--- src/rtl/asrv32_clint_ctrl_if.sv ---
// ---------------------------------------------------------------------------
// asrv32_clint_ctrl_if
// Wishbone-style 32-bit bus bundle between the data-bus master and the CLINT
// controller.
//   i_wb_cyc / i_wb_stb : bus cycle active / request strobe (master -> slave)
//   i_wb_we             : 1 = write, 0 = read
//   i_wb_addr           : byte offset within the CLINT window, [1:0] ignored
//   i_wb_data / i_wb_sel: write data and byte enables
//   o_wb_ack            : one-cycle completion pulse (slave -> master)
//   o_wb_stall          : request not accepted this cycle
//   o_wb_data           : read data, valid with o_wb_ack
// Signal names keep the slave-side i_/o_ prefixes so both ends read the same.
// ---------------------------------------------------------------------------
interface asrv32_clint_ctrl_if #(
  parameter int ADDR_W = 5
) ();
  logic              i_wb_cyc;
  logic              i_wb_stb;
  logic              i_wb_we;
  logic [ADDR_W-1:0] i_wb_addr;
  logic [31:0]       i_wb_data;
  logic [3:0]        i_wb_sel;
  logic              o_wb_ack;
  logic              o_wb_stall;
  logic [31:0]       o_wb_data;

  modport master (
    output i_wb_cyc, i_wb_stb, i_wb_we, i_wb_addr, i_wb_data, i_wb_sel,
    input  o_wb_ack, o_wb_stall, o_wb_data
  );

  modport slave (
    input  i_wb_cyc, i_wb_stb, i_wb_we, i_wb_addr, i_wb_data, i_wb_sel,
    output o_wb_ack, o_wb_stall, o_wb_data
  );
endinterface

--- src/rtl/asrv32_clint_ctrl.sv ---
// ---------------------------------------------------------------------------
// asrv32_clint_ctrl
// Memory-mapped machine-timer / software-interrupt controller. Turns 32-bit
// bus accesses into the CSR unit's 64-bit mtime/mtimecmp write strobes and
// drives the software-interrupt input. After reset it pushes MTIMECMP_RST to
// the CSR once so no spurious timer interrupt can fire.
//
// Ports:
//   i_clk, i_rst_n          : clock, asynchronous active-low reset
//   wb (slave modport)      : Wishbone-style 32-bit bus, see asrv32_clint_ctrl_if
//   i_mtime                 : live mtime from the CSR unit
//   o_mtime_wr_en/_din      : one-cycle mtime write strobe and 64-bit data
//   o_mtimecmp_wr_en/_din   : one-cycle mtimecmp write strobe, din = shadow
//   o_software_interrupt    : msip[0]
//
// Register map (word offsets): 0x00 MSIP, 0x04 MTIMECMP_LO, 0x08 MTIMECMP_HI,
// 0x0C MTIME_LO, 0x10 MTIME_HI; anything else reads 0 and ignores writes.
//
// Optional feature macro: ASRV32_CLINT_ATOMIC_CMP_EN
//   When defined, a MTIMECMP_LO write only updates the shadow and marks the
//   low half pending; the following MTIMECMP_HI write commits both halves
//   with a single strobe.
// ---------------------------------------------------------------------------
module asrv32_clint_ctrl #(
  parameter logic [63:0] MTIMECMP_RST = 64'hFFFF_FFFF_FFFF_FFFF,
  parameter int          ADDR_W       = 5
) (
  input  logic                       i_clk,
  input  logic                       i_rst_n,
  asrv32_clint_ctrl_if.slave         wb,
  input  logic [63:0]                i_mtime,
  output logic                       o_mtime_wr_en,
  output logic [63:0]                o_mtime_din,
  output logic                       o_mtimecmp_wr_en,
  output logic [63:0]                o_mtimecmp_din,
  output logic                       o_software_interrupt
);

  localparam int WORD_W = ADDR_W - 2;

  typedef enum logic [1:0] {
    S_INIT = 2'd0,
    S_IDLE = 2'd1,
    S_RESP = 2'd2
  } state_t;

  state_t state_q, state_d;

  logic        ack_q,       ack_d;
  logic [31:0] rdata_q,     rdata_d;
  logic        mtime_wr_q,  mtime_wr_d;
  logic [63:0] mtime_din_q, mtime_din_d;
  logic        cmp_wr_q,    cmp_wr_d;
  logic [63:0] shadow_q,    shadow_d;
  logic        msip_q,      msip_d;
  logic [31:0] hi_snap_q,   hi_snap_d;
`ifdef ASRV32_CLINT_ATOMIC_CMP_EN
  logic        lo_pending_q, lo_pending_d;
`endif

  logic              accept;
  logic              stall;
  logic              init_pulse;
  logic [WORD_W-1:0] word_idx;
  logic              is_msip, is_cmp_lo, is_cmp_hi, is_mt_lo, is_mt_hi;
  logic              unused_addr_bits;

  // Per-byte write merge: selected bytes take the bus data.
  function automatic logic [31:0] merge_bytes(input logic [31:0] cur,
                                              input logic [31:0] wdat,
                                              input logic [3:0]  sel);
    logic [31:0] res;
    for (int b = 0; b < 4; b++) begin
      res[8*b +: 8] = sel[b] ? wdat[8*b +: 8] : cur[8*b +: 8];
    end
    return res;
  endfunction

  // Byte-lane bits of the address carry no information for word registers.
  assign unused_addr_bits = ^wb.i_wb_addr[1:0];

  assign word_idx  = wb.i_wb_addr[ADDR_W-1:2];
  assign is_msip   = (word_idx == WORD_W'(0));
  assign is_cmp_lo = (word_idx == WORD_W'(1));
  assign is_cmp_hi = (word_idx == WORD_W'(2));
  assign is_mt_lo  = (word_idx == WORD_W'(3));
  assign is_mt_hi  = (word_idx == WORD_W'(4));

  assign accept = (state_q == S_IDLE) && wb.i_wb_cyc && wb.i_wb_stb;

  // FSM: state register
  always_ff @(posedge i_clk or negedge i_rst_n) begin
    if (!i_rst_n) state_q <= S_INIT;
    else          state_q <= state_d;
  end

  // FSM: next state
  always_comb begin
    state_d = state_q;
    case (state_q)
      S_INIT:  state_d = S_IDLE;
      S_IDLE:  if (accept) state_d = S_RESP;
      S_RESP:  state_d = S_IDLE;
      default: state_d = S_INIT;
    endcase
  end

  // FSM: outputs. The INIT strobe is gated by reset so both write strobes
  // stay low while reset is held and fire only in the first cycle after it.
  always_comb begin
    stall      = 1'b1;
    init_pulse = 1'b0;
    case (state_q)
      S_INIT:  init_pulse = i_rst_n;
      S_IDLE:  stall      = 1'b0;
      default: stall      = 1'b1;
    endcase
  end

  // Datapath next-state: all effects of a request are registered at
  // acceptance so they appear together with the ack in RESP.
  always_comb begin
    ack_d       = 1'b0;
    rdata_d     = rdata_q;
    mtime_wr_d  = 1'b0;
    mtime_din_d = mtime_din_q;
    cmp_wr_d    = 1'b0;
    shadow_d    = shadow_q;
    msip_d      = msip_q;
    hi_snap_d   = hi_snap_q;
`ifdef ASRV32_CLINT_ATOMIC_CMP_EN
    lo_pending_d = lo_pending_q;
`endif
    if (accept) begin
      ack_d   = 1'b1;
      rdata_d = '0;
      if (wb.i_wb_we) begin
        if (is_msip) begin
          if (wb.i_wb_sel[0]) msip_d = wb.i_wb_data[0];
        end else if (is_cmp_lo) begin
          shadow_d[31:0] = merge_bytes(shadow_q[31:0], wb.i_wb_data, wb.i_wb_sel);
`ifdef ASRV32_CLINT_ATOMIC_CMP_EN
          lo_pending_d = 1'b1;
`else
          cmp_wr_d = 1'b1;
`endif
        end else if (is_cmp_hi) begin
          shadow_d[63:32] = merge_bytes(shadow_q[63:32], wb.i_wb_data, wb.i_wb_sel);
          cmp_wr_d        = 1'b1;
`ifdef ASRV32_CLINT_ATOMIC_CMP_EN
          lo_pending_d = 1'b0;
`endif
        end else if (is_mt_lo) begin
          // Untouched half is the live mtime; no carry is propagated.
          mtime_din_d = {i_mtime[63:32],
                         merge_bytes(i_mtime[31:0], wb.i_wb_data, wb.i_wb_sel)};
          mtime_wr_d  = 1'b1;
        end else if (is_mt_hi) begin
          mtime_din_d = {merge_bytes(i_mtime[63:32], wb.i_wb_data, wb.i_wb_sel),
                         i_mtime[31:0]};
          mtime_wr_d  = 1'b1;
        end
      end else begin
        if (is_msip) begin
          rdata_d = {31'd0, msip_q};
        end else if (is_cmp_lo) begin
          rdata_d = shadow_q[31:0];
        end else if (is_cmp_hi) begin
          rdata_d = shadow_q[63:32];
        end else if (is_mt_lo) begin
          // Freeze the high half so a following HI read pairs with this LO.
          rdata_d   = i_mtime[31:0];
          hi_snap_d = i_mtime[63:32];
        end else if (is_mt_hi) begin
          rdata_d = hi_snap_q;
        end
      end
    end
  end

  // Datapath registers
  always_ff @(posedge i_clk or negedge i_rst_n) begin
    if (!i_rst_n) begin
      ack_q       <= 1'b0;
      rdata_q     <= '0;
      mtime_wr_q  <= 1'b0;
      mtime_din_q <= '0;
      cmp_wr_q    <= 1'b0;
      shadow_q    <= MTIMECMP_RST;
      msip_q      <= 1'b0;
      hi_snap_q   <= '0;
    end else begin
      ack_q       <= ack_d;
      rdata_q     <= rdata_d;
      mtime_wr_q  <= mtime_wr_d;
      mtime_din_q <= mtime_din_d;
      cmp_wr_q    <= cmp_wr_d;
      shadow_q    <= shadow_d;
      msip_q      <= msip_d;
      hi_snap_q   <= hi_snap_d;
    end
  end

`ifdef ASRV32_CLINT_ATOMIC_CMP_EN
  always_ff @(posedge i_clk or negedge i_rst_n) begin
    if (!i_rst_n) lo_pending_q <= 1'b0;
    else          lo_pending_q <= lo_pending_d;
  end
`endif

  assign wb.o_wb_ack           = ack_q;
  assign wb.o_wb_stall         = stall;
  assign wb.o_wb_data          = rdata_q;
  assign o_mtime_wr_en         = mtime_wr_q;
  assign o_mtime_din           = mtime_din_q;
  assign o_mtimecmp_wr_en      = cmp_wr_q | init_pulse;
  assign o_mtimecmp_din        = shadow_q;
  assign o_software_interrupt  = msip_q;

endmodule

--- src/flat_wrapper.sv ---
// flat-port wrapper written by rule: the top's interface ports become plain ports
module asrv32_clint_ctrl_flat 
#(
  parameter logic [63:0] MTIMECMP_RST = 64'hFFFF_FFFF_FFFF_FFFF,
  parameter int          ADDR_W       = 5
)
  (i_clk, i_rst_n, i_mtime, o_mtime_wr_en, o_mtime_din, o_mtimecmp_wr_en, o_mtimecmp_din, o_software_interrupt, wb_i_wb_cyc, wb_i_wb_stb, wb_i_wb_we, wb_i_wb_addr, wb_i_wb_data, wb_i_wb_sel, wb_o_wb_ack, wb_o_wb_stall, wb_o_wb_data);
  asrv32_clint_ctrl_if #(.ADDR_W(ADDR_W)) wb_i ();
  input  logic i_clk;
  input  logic i_rst_n;
  input  logic [63:0] i_mtime;
  output logic o_mtime_wr_en;
  output logic [63:0] o_mtime_din;
  output logic o_mtimecmp_wr_en;
  output logic [63:0] o_mtimecmp_din;
  output logic o_software_interrupt;
  input wire logic [$bits(wb_i.i_wb_cyc)-1:0] wb_i_wb_cyc;
  input wire logic [$bits(wb_i.i_wb_stb)-1:0] wb_i_wb_stb;
  input wire logic [$bits(wb_i.i_wb_we)-1:0] wb_i_wb_we;
  input wire logic [$bits(wb_i.i_wb_addr)-1:0] wb_i_wb_addr;
  input wire logic [$bits(wb_i.i_wb_data)-1:0] wb_i_wb_data;
  input wire logic [$bits(wb_i.i_wb_sel)-1:0] wb_i_wb_sel;
  output wire logic [$bits(wb_i.o_wb_ack)-1:0] wb_o_wb_ack;
  output wire logic [$bits(wb_i.o_wb_stall)-1:0] wb_o_wb_stall;
  output wire logic [$bits(wb_i.o_wb_data)-1:0] wb_o_wb_data;
  assign wb_i.i_wb_cyc = wb_i_wb_cyc;
  assign wb_i.i_wb_stb = wb_i_wb_stb;
  assign wb_i.i_wb_we = wb_i_wb_we;
  assign wb_i.i_wb_addr = wb_i_wb_addr;
  assign wb_i.i_wb_data = wb_i_wb_data;
  assign wb_i.i_wb_sel = wb_i_wb_sel;
  assign wb_o_wb_ack = wb_i.o_wb_ack;
  assign wb_o_wb_stall = wb_i.o_wb_stall;
  assign wb_o_wb_data = wb_i.o_wb_data;
  asrv32_clint_ctrl #(.MTIMECMP_RST(MTIMECMP_RST), .ADDR_W(ADDR_W)) u_core (.i_clk(i_clk), .i_rst_n(i_rst_n), .wb(wb_i), .i_mtime(i_mtime), .o_mtime_wr_en(o_mtime_wr_en), .o_mtime_din(o_mtime_din), .o_mtimecmp_wr_en(o_mtimecmp_wr_en), .o_mtimecmp_din(o_mtimecmp_din), .o_software_interrupt(o_software_interrupt));
endmodule
--- config.mk ---
export PLATFORM = sky130hd
export DESIGN_NAME = asrv32_clint_ctrl_flat
export DESIGN_NICKNAME = d
export VERILOG_FILES = /design/src/rtl/asrv32_clint_ctrl_if.sv /design/src/rtl/asrv32_clint_ctrl.sv /design/src/flat_wrapper.sv
export SDC_FILE = /design/constraint.sdc
export NUM_CORES = 1
export LEC_CHECK = 0
export CORE_MARGIN = 2
export CORE_UTILIZATION = 40
export DETAILED_ROUTE_END_ITERATION = 12
export GPL_TIMING_DRIVEN = 0
export PLACE_DENSITY = 0.7
export SETUP_SLACK_MARGIN = 0.2
export SLEW_MARGIN = 40
export SYNTH_ARGS = -nofsm -noshare
export SYNTH_HDL_FRONTEND = slang
export SYNTH_SLANG_ARGS = --single-unit
--- constraint.sdc ---
create_clock -name i_clk -period 2.4 [get_ports i_clk]
set_clock_uncertainty 0.15 [all_clocks]
set_input_delay 0.48 -clock i_clk [delete_from_list [all_inputs] [get_ports i_clk]]
set_output_delay 0.48 -clock i_clk [all_outputs]
set_load 0.01 [all_outputs]
Word level (Yosys, flattened, before mapping)
Index checks and enable logic that the tools add are counted.
- bits in registers: 198
- input bits: 110
- output and inout port bits: 165
- logic and storage cells: 78
- equality and inequality tests: 7
- multiplexer cells: 33
- bitwise operators: 5
- reductions and logical operators: 17
- operators by type and width (kind ; count):
    two-way mux 32 bit ; 6
    two-way mux 64 bit ; 2
    two-way mux 8 bit ; 8
    AND reduction 6 bit ; 6
    AND reduction 5 bit ; 4
    two-way mux 1 bit ; 15
    equality test 3 x 2 -> 1 bit (second input constant) ; 2
    inverter 1 bit ; 4
    one-hot mux 2 bit (2 select lines) ; 1
    AND reduction 4 bit ; 1
    equality test 3 x 1 -> 1 bit (second input constant) ; 1
    equality test 3 bit (second input constant) ; 1
    zero test 3 bit ; 1
    equality test 2 x 1 -> 1 bit (second input constant) ; 1
    equality test 2 bit (second input constant) ; 1
    logical AND 1 bit ; 2
    zero test 2 bit ; 1
    two-way mux 2 bit ; 1
    != test 2 x 1 -> 1 bit (second input constant) ; 1
    nonzero test 2 bit ; 1
    OR reduction 2 bit ; 1
    bitwise OR 1 bit ; 1

Longest topological paths before layout
Gate-level depths: netlist (run 1).
- depth in word-level cells: 8
- mapped depth: 9

Worst setup path before layout (run 1)
Ideal clock, no wire load.
- kind: input -> register
- from: input port wb_i_wb_addr[2]
- to: register u_core.mtime_din_q[54] (netlist: u_core.o_mtime_din[54])
- data arrival time: 1.740 ns
- data required time: 2.167 ns
- setup slack: 0.427 ns
- stages on the path: 9
- path buffers: 5
- path through: buf_2 > and3b_1 > clkbuf_1 > o211ai_1 > buf_2 > buf_2 > buf_4 > nand2_1 > o21ai_0
- longest elaborated chain between the ends: 3
- elaborated cells between the ends (all ways): 11
- RTL lines (what ; RTL line ; text):
    from (decl) ; flat_wrapper.sv:20 ; input wire logic [$bits(wb_i.i_wb_addr)-1:0] wb_i_wb_addr;
    equality test 3 bit, or another cell as far along ; asrv32_clint_ctrl.sv:87 ; assign is_mt_hi = (word_idx == WORD_W'(4));
    nonzero test 2 bit (no source line) or inverter 1 bit (tied branches) ; n/a ;
    AND reduction 6 bit (no source line) ; n/a ;
    to (signal assigned) ; asrv32_clint_ctrl.sv:196 ; mtime_din_q <= mtime_din_d;
    to (decl) ; asrv32_clint_ctrl.sv:52 ; logic [63:0] mtime_din_q, mtime_din_d;
Parallel ways exist; a longest one is shown, timed or not.
A chain may end at the register's enable or synchronous reset.

Final worst setup path (run 1)
- from: input port wb_i_wb_addr[4]
- to: register u_core.mtime_din_q[34] (netlist: u_core.o_mtime_din[34])
The elaborated chain is that of the path after synthesis.

==> summary.md, run 1 <==
| Metric | Value |
|---|---|
| Family with the most delay on the worst path | `buffers and inverters` |
| Clock edge transition at the registers on the reported setup and hold paths | `0.08 ns` |
| Synthesis-to-finish area growth | `46.8%` |
| Switching portion of total power | `28.6%` |
| Core area | `22000 sq um` |
| Logic pwr share | `25.5%` |
| Total power | `9700 uW` |
| Final Slew Violations | `0` |
| Classification of the worst-slack hold path | `input port to async pin` |
| Number of clock sinks | `198` |
| Residual antenna-violating net count after detailed routing | `0` |
| Setup repair after global routing missed its margin | `yes` |
| Achievable Freq | `458 MHz` |
| Cell chain of the critical path | `clkdlybuf4s50_1 -> and3b_1 -> clkbuf_2 -> o211ai_1 -> buf_4 -> buf_12 -> clkbuf_4 -> nand2_1 -> o21ai_0` |
| Antenna violations before repair | `5` |
| FP Rows | `54` |
| Total CTS buffers | `17` |
| Crit path setup slack, layout | `0.218 ns` |
| Register-to-register setup slack | `0.29 ns` |
| CP arrival | `2.39 ns` |
| Number of hold-slack violations in the final timing report | `0` |
| Initial core utilization | `41.1%` |
| Vias per std cell | `5.54` |
| Via count of the first global-routing pass | `7759` |
| # port buffers | `270` |
| Critical Path Sink Type | `flip-flop` |
| Final RePlAce weighted congestion | `0.825` |
| DRC violations left | `0` |
| Count of routing violations after the opening detailed-route iteration | `452` |
| P_leak | `0.00612 uW` |
| Average wire per cell in the routed design | `23.6 um` |
| Count of state elements after synthesis | `198` |
| Post-Place Setup Slack | `-0.556 ns` |
| Chip height | `154 um` |
| Internal power | `6930 uW` |
| Post-Synthesis Cell Area | `9020 sq um` |
| Final worst path period share | `90.9%` |
| Nature of the critical path startpoint | `input port` |
| Instance area after placement | `12200 sq um` |
| Pin count of the biggest net entering global routing | `66` |
| Post-detailed-routing wire length | `32300 um` |
| Number of vias after detailed routing | `7573` |
| Power share of the sequential group | `44.6%` |
| Setup CP Type | `input port to flip-flop` |
| Die Wd | `154 um` |
| Global-route wire length before repair | `48500 um` |
| Filler Cell Count | `1828` |
| Switching power of the nets | `2780 uW` |
| I/O pin cnt | `275` |
| Post-Syn Nets | `867` |
| Accumulated negative setup slack | `0 ns` |
| Global routing usage summed across all routing layers | `27.3%` |
| Required time reported for the critical path endpoint | `2.60 ns` |
| Count of endpoints failing setup in the final report | `0` |
| Maximum cell stage delay along the critical path | `0.53 ns` |
| Worst Path Max Fanout | `10` |
| Buf/Inv on CP | `5` |
| Mean instance size in the synthesized netlist | `11.9 sq um` |
| GRT Residual Overflow | `0` |
| Final cell area excluding filler cells | `13200 sq um` |
| Max clock buf depth | `2` |
| Reg2Reg Capture Point | `u_core.hi_snap_q[15]` |
| Power density over the cells | `733 nW/um^2` |
| Clock tree root buffer cell | `clkbuf_16` |
| Worst-case hold slack | `0.00598 ns` |
| Number of max-capacitance violations reported | `0` |
| Count of H-tree levels built during CTS | `4` |
| Die ar. | `23800 sq um` |
| Worst ir drop on vdd | `0.449 mV` |
| Number of unique standard cell types used by synthesis | `38` |
| Net total in the final layout | `1182` |
| Number of cell instances on the worst register-to-register path | `6` |
| Final critical-path required period | `2.18 ns` |
| Clock tree from TritonCTS | `done` |
| Share of power burned in the clock network | `29.9%` |
| Worst flop-to-flop path startpoint | `u_core.state_q[1]` |
| Clock network latency to the later pin of the worst-skew pair | `0.43 ns` |
| Transition at the pin with the smallest max-transition slack | `0.747 ns` |
| Number of instances in the synthesized netlist | `757` |
| First-pass DRT Iterations | `4` |
| HPWL reported at the end of detailed placement | `22500 um` |
| Share of layout cells above drive strength 1 | `24.4%` |
| CP max-delay cell | `clkdlybuf4s50_1` |
| Slew HR | `50.2%` |
| Result of the run | `finished, final reports clean` |
| Yosys synthesis warning count | `0` |
| Portion of the post-synthesis area used by sequential elements | `55.8%` |
-- how the worst max path moves through the flow --
stage               startpoint                 endpoint  slack [ns]  cells after the start
2_1_floorplan  wb_i_wb_addr[2]   u_core.o_mtime_din[54]        0.43                      9
3_3_place_gp           i_rst_n   u_core.o_mtime_din[26]       -7.79                      1
3_5_place_dp       wb_i_wb_cyc      u_core.hi_snap_q[9]       -0.56                      6
4_1_cts        wb_i_wb_addr[3]   u_core.wb.o_wb_data[5]        0.07                      7
5_1_grt        wb_i_wb_addr[4]  u_core.wb.o_wb_data[19]        0.17                      7
6_report       wb_i_wb_addr[4]   u_core.o_mtime_din[34]        0.22                      9
-- Yosys cell counts, drive strengths merged --
cell	instances	share of area, %
nand4	3	0.21
nand3	1	0.055
o22a	8	0.78
a22oi	31	2.6
clkbuf	32	1.3
mux2i	66	7.3
mux2	97	12
nor3b	1	0.083
a21oi	33	1.8
a21o	2	0.17
dfstp	64	19
a211oi	1	0.083
nand4b	1	0.097
dfrtp	134	37
nor3	3	0.35
nand2b	2	0.14
buf	22	1.2
nor2	6	0.31
nand3b	1	0.083
and2	1	0.069
a32o	23	2.6
inv	4	0.17
and3b	1	0.097
or3b	1	0.12
o21a	23	1.9
o211ai	9	0.75
o21ai	74	4.1
nand2	86	3.8
nor2b	4	0.28
o22ai	23	1.6
-- power groups by stage --
stage               sequential (uW)  clock (uW)  combinational (uW)
floorplan                      4550           0                 711
global placement               4370           0                2390
detailed placement             4380           0                2440
CTS                            4330        2950                2490
global route                   4400        3080                2650
finish                         4320        2900                2480
-- through the flow --
step	std cells	util [%]
floorplan	757	-
global placement	1307	55.0
detailed placement	1310	55.4
CTS	1359	59.4
global route	1367	60.3
finish	1367	60.3
-- logic make-up (layout without fill, tap and decap cells) --
kind of cell,count (synthesis),in the layout,synth area share (%)
AO/OA/AOI/OAI,227,227,16.4
buffers and inverters,58,386,2.70
flip-flops,198,198,55.8
multiplexers,163,163,19.4
other,0,2,0
AND/OR/NAND/NOR,111,111,5.71
-- registers in the layout, indices dropped and copies added (netlist names) --
| register | count |
|---|---|
| u_core.hi_snap_q | 32 |
| u_core.cmp_wr_q | 1 |
| u_core.o_mtimecmp_din | 64 |
| u_core.o_mtime_din | 64 |
| u_core.wb.o_wb_ack | 1 |
| u_core.o_mtime_wr_en | 1 |
| u_core.wb.o_wb_data | 32 |
| u_core.state_q | 2 |
| u_core.o_software_interrupt | 1 |
-- worst reg2reg max path: cells and delay by family, from the launching register on --
kind / cells / cell delay [ns]
DFF: 1 / 0.40
buffers and inverters: 3 / 0.63
and+or+nand+nor: 2 / 0.48
muxes: 1 / 0.36
-- per-layer routing --
metal	vias up	wire length, um	GRT usage (%)
li1	3444	-	-
met1	3803	14000	36.0
met2	269	15600	45.1
met3	51	1910	5.83
met4	6	796	9.17
met5	-	40	0
-- cell usage in the layout (no fill, tap or decap), types with 3 or more instances in the layout --
cell type	Yosys	final
o22a_1	8	8
o21ai_0	74	74
nand4_1	3	3
nand2_2	0	5
dfrtp_1	134	134
clkbuf_2	0	10
nor2_1	4	4
clkinvlp_4	0	4
dlygate4sd2_1	0	8
buf_1	5	5
a22oi_1	31	31
clkbuf_4	0	14
buf_4	2	11
a21oi_1	33	33
dlymetal6s2s_1	0	19
o21a_1	23	23
nor2b_1	4	3
dfstp_2	64	64
clkbuf_1	32	13
clkbuf_16	0	17
o211ai_1	9	9
buf_2	15	9
o22ai_1	23	23
inv_1	3	3
clkdlybuf4s50_1	0	242
mux2_1	3	3
buf_12	0	8
dlygate4sd3_1	0	3
buf_6	0	6
mux2_2	94	94
buf_16	0	3
a32o_1	23	23
nand2_1	83	78
mux2i_1	66	66
-- cell type report --
| class | count | area [sq um] | share of cell area [%] |
|---|---|---|---|
| Antenna cell | 2 | 5.00 | 0.0378 |
| Buffer | 54 | 329 | 2.48 |
| Clock buffer | 20 | 437 | 3.30 |
| Clock inverter | 12 | 144 | 1.09 |
| Inverter | 4 | 15.0 | 0.113 |
| Multi-Input combinational cell | 501 | 3780 | 28.6 |
| Sequential cell | 198 | 5030 | 38.0 |
| Tap cell | 280 | 350 | 2.65 |
| Timing Repair Buffer | 296 | 3150 | 23.8 |
-- repair_timing --
action | in CTS | in global routing
endpoints found under the hold margin | 31 | 0
hold buffers | 6 | 0
pin swaps | 6 | 4
gates cloned | 2 | 1
gates resized for setup | 32 | 74
setup endpoints to repair | 160 | 175
buffers inserted | 9 | 5
Power figures use the tool's default switching activity.
==> inputs of run 2 (changes only) <==
ABC_AREA = 1   (was unset)
CORE_UTILIZATION = 49   (was 40)
PLACE_DENSITY = 0.81   (was 0.7)
==> run 2 against run 1 <==
- cell count is 45% higher
- setup slack better by 0.0091 ns
- highest routed layer is now met4
- largest cell class unchanged
- clock-buffer cell count is 1 lower
- sequential power is 2% higher
==> summary.md, run 2 <==
| Metric | Value |
|---|---|
| Count of state elements after synthesis | `198 (unchanged)` |
| Required time reported for the critical path endpoint | `1.77 ns (-0.83 ns)` |
| Met2 capacity usage during global routing | `50.5% (+5.4 points)` |
| Crit path setup slack, layout | `0.227 ns (+0.00913 ns)` |
| Vias per std cell | `5.18 (-6.6%)` |
| Residual antenna-violating net count after detailed routing | `0 (unchanged)` |
| Number of instances in the synthesized netlist | `1399 (+85%)` |
| Post-Place Setup Slack | `-0.529 ns (+0.0273 ns)` |
| Worst-case hold slack | `0.0666 ns (+0.0606 ns)` |
| Pin count of the biggest net entering global routing | `57 (-14%)` |
| Post-Synthesis Cell Area | `10100 sq um (+12%)` |
| Clock tree from TritonCTS | `done` |
| Async set-or-reset flop fraction in the synthesized netlist | `100% (unchanged)` |
| Initial core utilization | `49.9% (+8.8 points)` |
| Share of layout cells above drive strength 1 | `10.3% (-14 points)` |
| Worst flop-to-flop path startpoint | `u_core.state_q[1]` |
| Yosys synthesis warning count | `0 (unchanged)` |
| Number of flops mapped to enable cells by yosys | `0 (unchanged)` |
| CP arrival | `1.54 ns (-0.85 ns)` |
| Number of unique standard cell types used by synthesis | `27 (-29%)` |
| Accumulated negative setup slack | `0 ns (unchanged)` |
| Total stage count of the critical path | `1 (-8)` |
| Nature of the critical path startpoint | `flip-flop` |
| Number of clock sinks | `198 (unchanged)` |
| End of the critical path | `o_mtimecmp_din[24]` |
| Synthesized-area fraction occupied by adder cells | `0% (unchanged)` |
| Total power | `9870 uW (+1.7%)` |
| CP max-delay cell | `dfstp_2` |
| Global routing usage summed across all routing layers | `32.1% (+4.8 points)` |
| Number of vias after detailed routing | `10300 (+36%)` |
| Register-to-register setup slack | `0.32 ns (+0.03 ns)` |
| Met3 routing resource usage after global routing | `6.77% (+0.94 points)` |
| Setup CP Type | `flip-flop to output port` |
| Antenna violations before repair | `4 (-1)` |
| Count of routing violations after the opening detailed-route iteration | `740 (+64%)` |
| Via count of the first global-routing pass | `9799 (+26%)` |
| P_leak | `0.00744 uW (+21%)` |
| Top_reg_cell synth | `dfrtp_1` |
| Clock network latency to the later pin of the worst-skew pair | `0.44 ns (about the same)` |
| Fraction of post-synthesis cell area in the top cell type by area | `33.3% (-3.9 points)` |
| HPWL reported at the end of detailed placement | `25300 um (+12%)` |
| Achievable Freq | `460 MHz (+0.42%)` |
| # port buffers | `270 (unchanged)` |
| Post-synthesis share of cell area spent on and, or, nand and nor gates | `35.1% (+29 points)` |
| Synthesis-to-finish area growth | `38.8%` |
| Share of synthesized area spent on multiplexers | `0% (-19 points)` |
| Post-CTS Setup Repair Bufs | `0 (-9)` |
| Library cell with the largest summed area after synthesis | `dfrtp_1` |
| Critical Path Sink Type | `output port` |
| Global-route wire length before repair | `53700 um (+11%)` |
| Layer carrying the most global-route usage | `met2` |
| Setup repair after global routing missed its margin | `no` |
| GRT Residual Overflow | `0 (unchanged)` |
| Die Wd | `147 um (-4.4%)` |
| Post-Syn Nets | `1509 (+74%)` |
| FP Rows | `52 (-3.7%)` |
| Final Slew Violations | `0 (unchanged)` |
| Post-detailed-routing wire length | `34500 um (+6.8%)` |
| Mean instance size in the synthesized netlist | `7.20 sq um (-40%)` |
| DRC violations left | `0 (unchanged)` |
| Final RePlAce weighted congestion | `0.940 (+14%)` |
| Buf/Inv on CP | `1 (-4)` |
| Most common cell after layout, fill and taps aside | `nand2_1` |
| Chip height | `147 um (-4.4%)` |
| Slew HR | `54.7% (+4.5 points)` |
| Family with the most delay on the worst path | `flip-flops` |
| Synthesized-area fraction occupied by ao, oa, aoi and oai cells | `6.23% (-10 points)` |
| Global-route track usage on met1 | `44.1% (+8.1 points)` |
| Number of cell instances on the worst register-to-register path | `6 (unchanged)` |
| Worst Path Max Fanout | `3 (-7)` |
| Number of max-capacitance violations reported | `0 (unchanged)` |
| Maximum cell stage delay along the critical path | `0.56 ns (+0.03 ns)` |
| Reg2Reg Capture Point | `u_core.o_mtimecmp_din[44]` |
| Count of endpoints failing setup in the final report | `0 (unchanged)` |
| Average wire per cell in the routed design | `17.4 um (-26%)` |
| Most used standard cells in the synthesized netlist | `nand2_1, inv_1, dfrtp_1, nor2_1, o21ai_0` |
| Core area | `20200 sq um (-8.1%)` |
| Final worst path period share | `90.6% (-0.38 points)` |
| Final critical-path required period | `2.17 ns (-0.00913 ns)` |
| Transition at the pin with the smallest max-transition slack | `0.679 ns (-0.0681 ns)` |
| Result of the run | `finished, final reports clean` |
| Leading post-synthesis cells by cell area | `dfrtp_1, nand2_1, dfstp_2, inv_1, nor2_1` |
| Die ar. | `21700 sq um (-8.7%)` |
| Filler Cell Count | `1692 (-7.4%)` |
| Classification of the worst-slack hold path | `input port to async pin` |
| Max clock buf depth | `2 (unchanged)` |
| Most common cell in the synthesized netlist | `nand2_1` |
| Count of H-tree levels built during CTS | `4 (unchanged)` |
| Power density over the cells | `706 nW/um^2 (-3.6%)` |
| Most frequent cells in the layout | `nand2_1, clkdlybuf4s50_1, inv_1` |
| First-pass DRT Iterations | `5 (+1)` |
| Net total in the final layout | `1809 (+53%)` |
| Combinational family with the most area after synthesis | `simple AND/OR/NAND/NOR gates` |
| Total CTS buffers | `17 (unchanged)` |
| Clock edge transition at the registers on the reported setup and hold paths | `0.08 ns (about the same)` |
| Worst ir drop on vdd | `0.518 mV (+15%)` |
| Timing startpoint of the critical path | `u_core.o_mtimecmp_din[24]` |
| Number of hold-slack violations in the final timing report | `0 (unchanged)` |
| Clock tree root buffer cell | `clkbuf_16` |
| Cell chain of the critical path | `clkdlybuf4s50_1` |
| Portion of the post-synthesis area used by sequential elements | `50.0% (-5.8 points)` |
| Area share of xor/xnor cells in the synthesized design | `0% (unchanged)` |
| I/O pin cnt | `275 (unchanged)` |
[run 2: worst register-to-register path: stages (launching register included)]
cell     delay (ns)
dfrtp_1        0.38
inv_1          0.09
nand4_1        0.44
nor2_2         0.37
nand2_2        0.20
buf_2          0.24
o21ai_1        0.15
[run 2: worst min-delay path by stage]
stage                      start                endpoint  slack (ns)
3_3_place_gp   u_core.state_q[1]       u_core.state_q[0]        0.30
2_1_floorplan            i_rst_n         u_core.cmp_wr_q        0.03
6_report                 i_rst_n  u_core.o_mtime_din[17]        0.07
5_1_grt                  i_rst_n  u_core.o_mtime_din[49]        0.06
4_1_cts                  i_rst_n  u_core.o_mtime_din[18]        0.06
3_5_place_dp             i_rst_n  u_core.o_mtime_din[35]        0.22
[run 2: kinds of logic (layout without fill, tap and decap cells)]
| kind of cell | Yosys count | after routing |
|---|---|---|
| AND/OR/NAND/NOR | 872 | 872 |
| AO/OA/AOI/OAI | 124 | 124 |
| flip-flops | 198 | 198 |
| other | 0 | 3 |
| buffers and inverters | 205 | 518 |
[run 2: layout make-up]
type                    count  area, sq um  area share (%)
clock inverters            13          135           0.967
clock buffers              19          443            3.17
inverters                 137          514            3.68
plain buffers              68          369            2.64
well taps                 270          338            2.42
diodes                      3         7.51          0.0537
multi-input cells         996         4160            29.8
repair buffers            281         2980            21.3
flip-flops and latches    198         5030            36.0
[run 2: power breakdown]
group / switching, uW / total (uW) / leakage, uW / internal, uW
combinational: 1250 / 2590 / 0.00472 / 1350
clock: 1380 / 2880 / 0.000283 / 1500
sequential: 392 / 4400 / 0.00243 / 4000
[run 2: layer usage]
metal / vias up / wire (um)
li1: 4890 / -
met1: 4823 / 14500
met2: 487 / 16100
met3: 73 / 2970
met4: 0 / 1030
met5: - / 0
[run 2: repair_timing]
item	CTS	global route
hold buffers	5	0
resized for setup	13	17
endpoints found under the setup margin	41	75
hold endpoints to repair	35	0
cloned	3	0
pin swaps	0	1
[run 2: stage by stage]
step / std cells / cell area, sq um / util (%)
after floorplan: 1399 / 10100 / -
after global placement: 1939 / 13100 / 65.0
after detailed placement: 1942 / 13200 / 65.4
after CTS: 1982 / 13900 / 69.1
after global routing: 1984 / 14000 / 69.3
final: 1985 / 14000 / 69.3
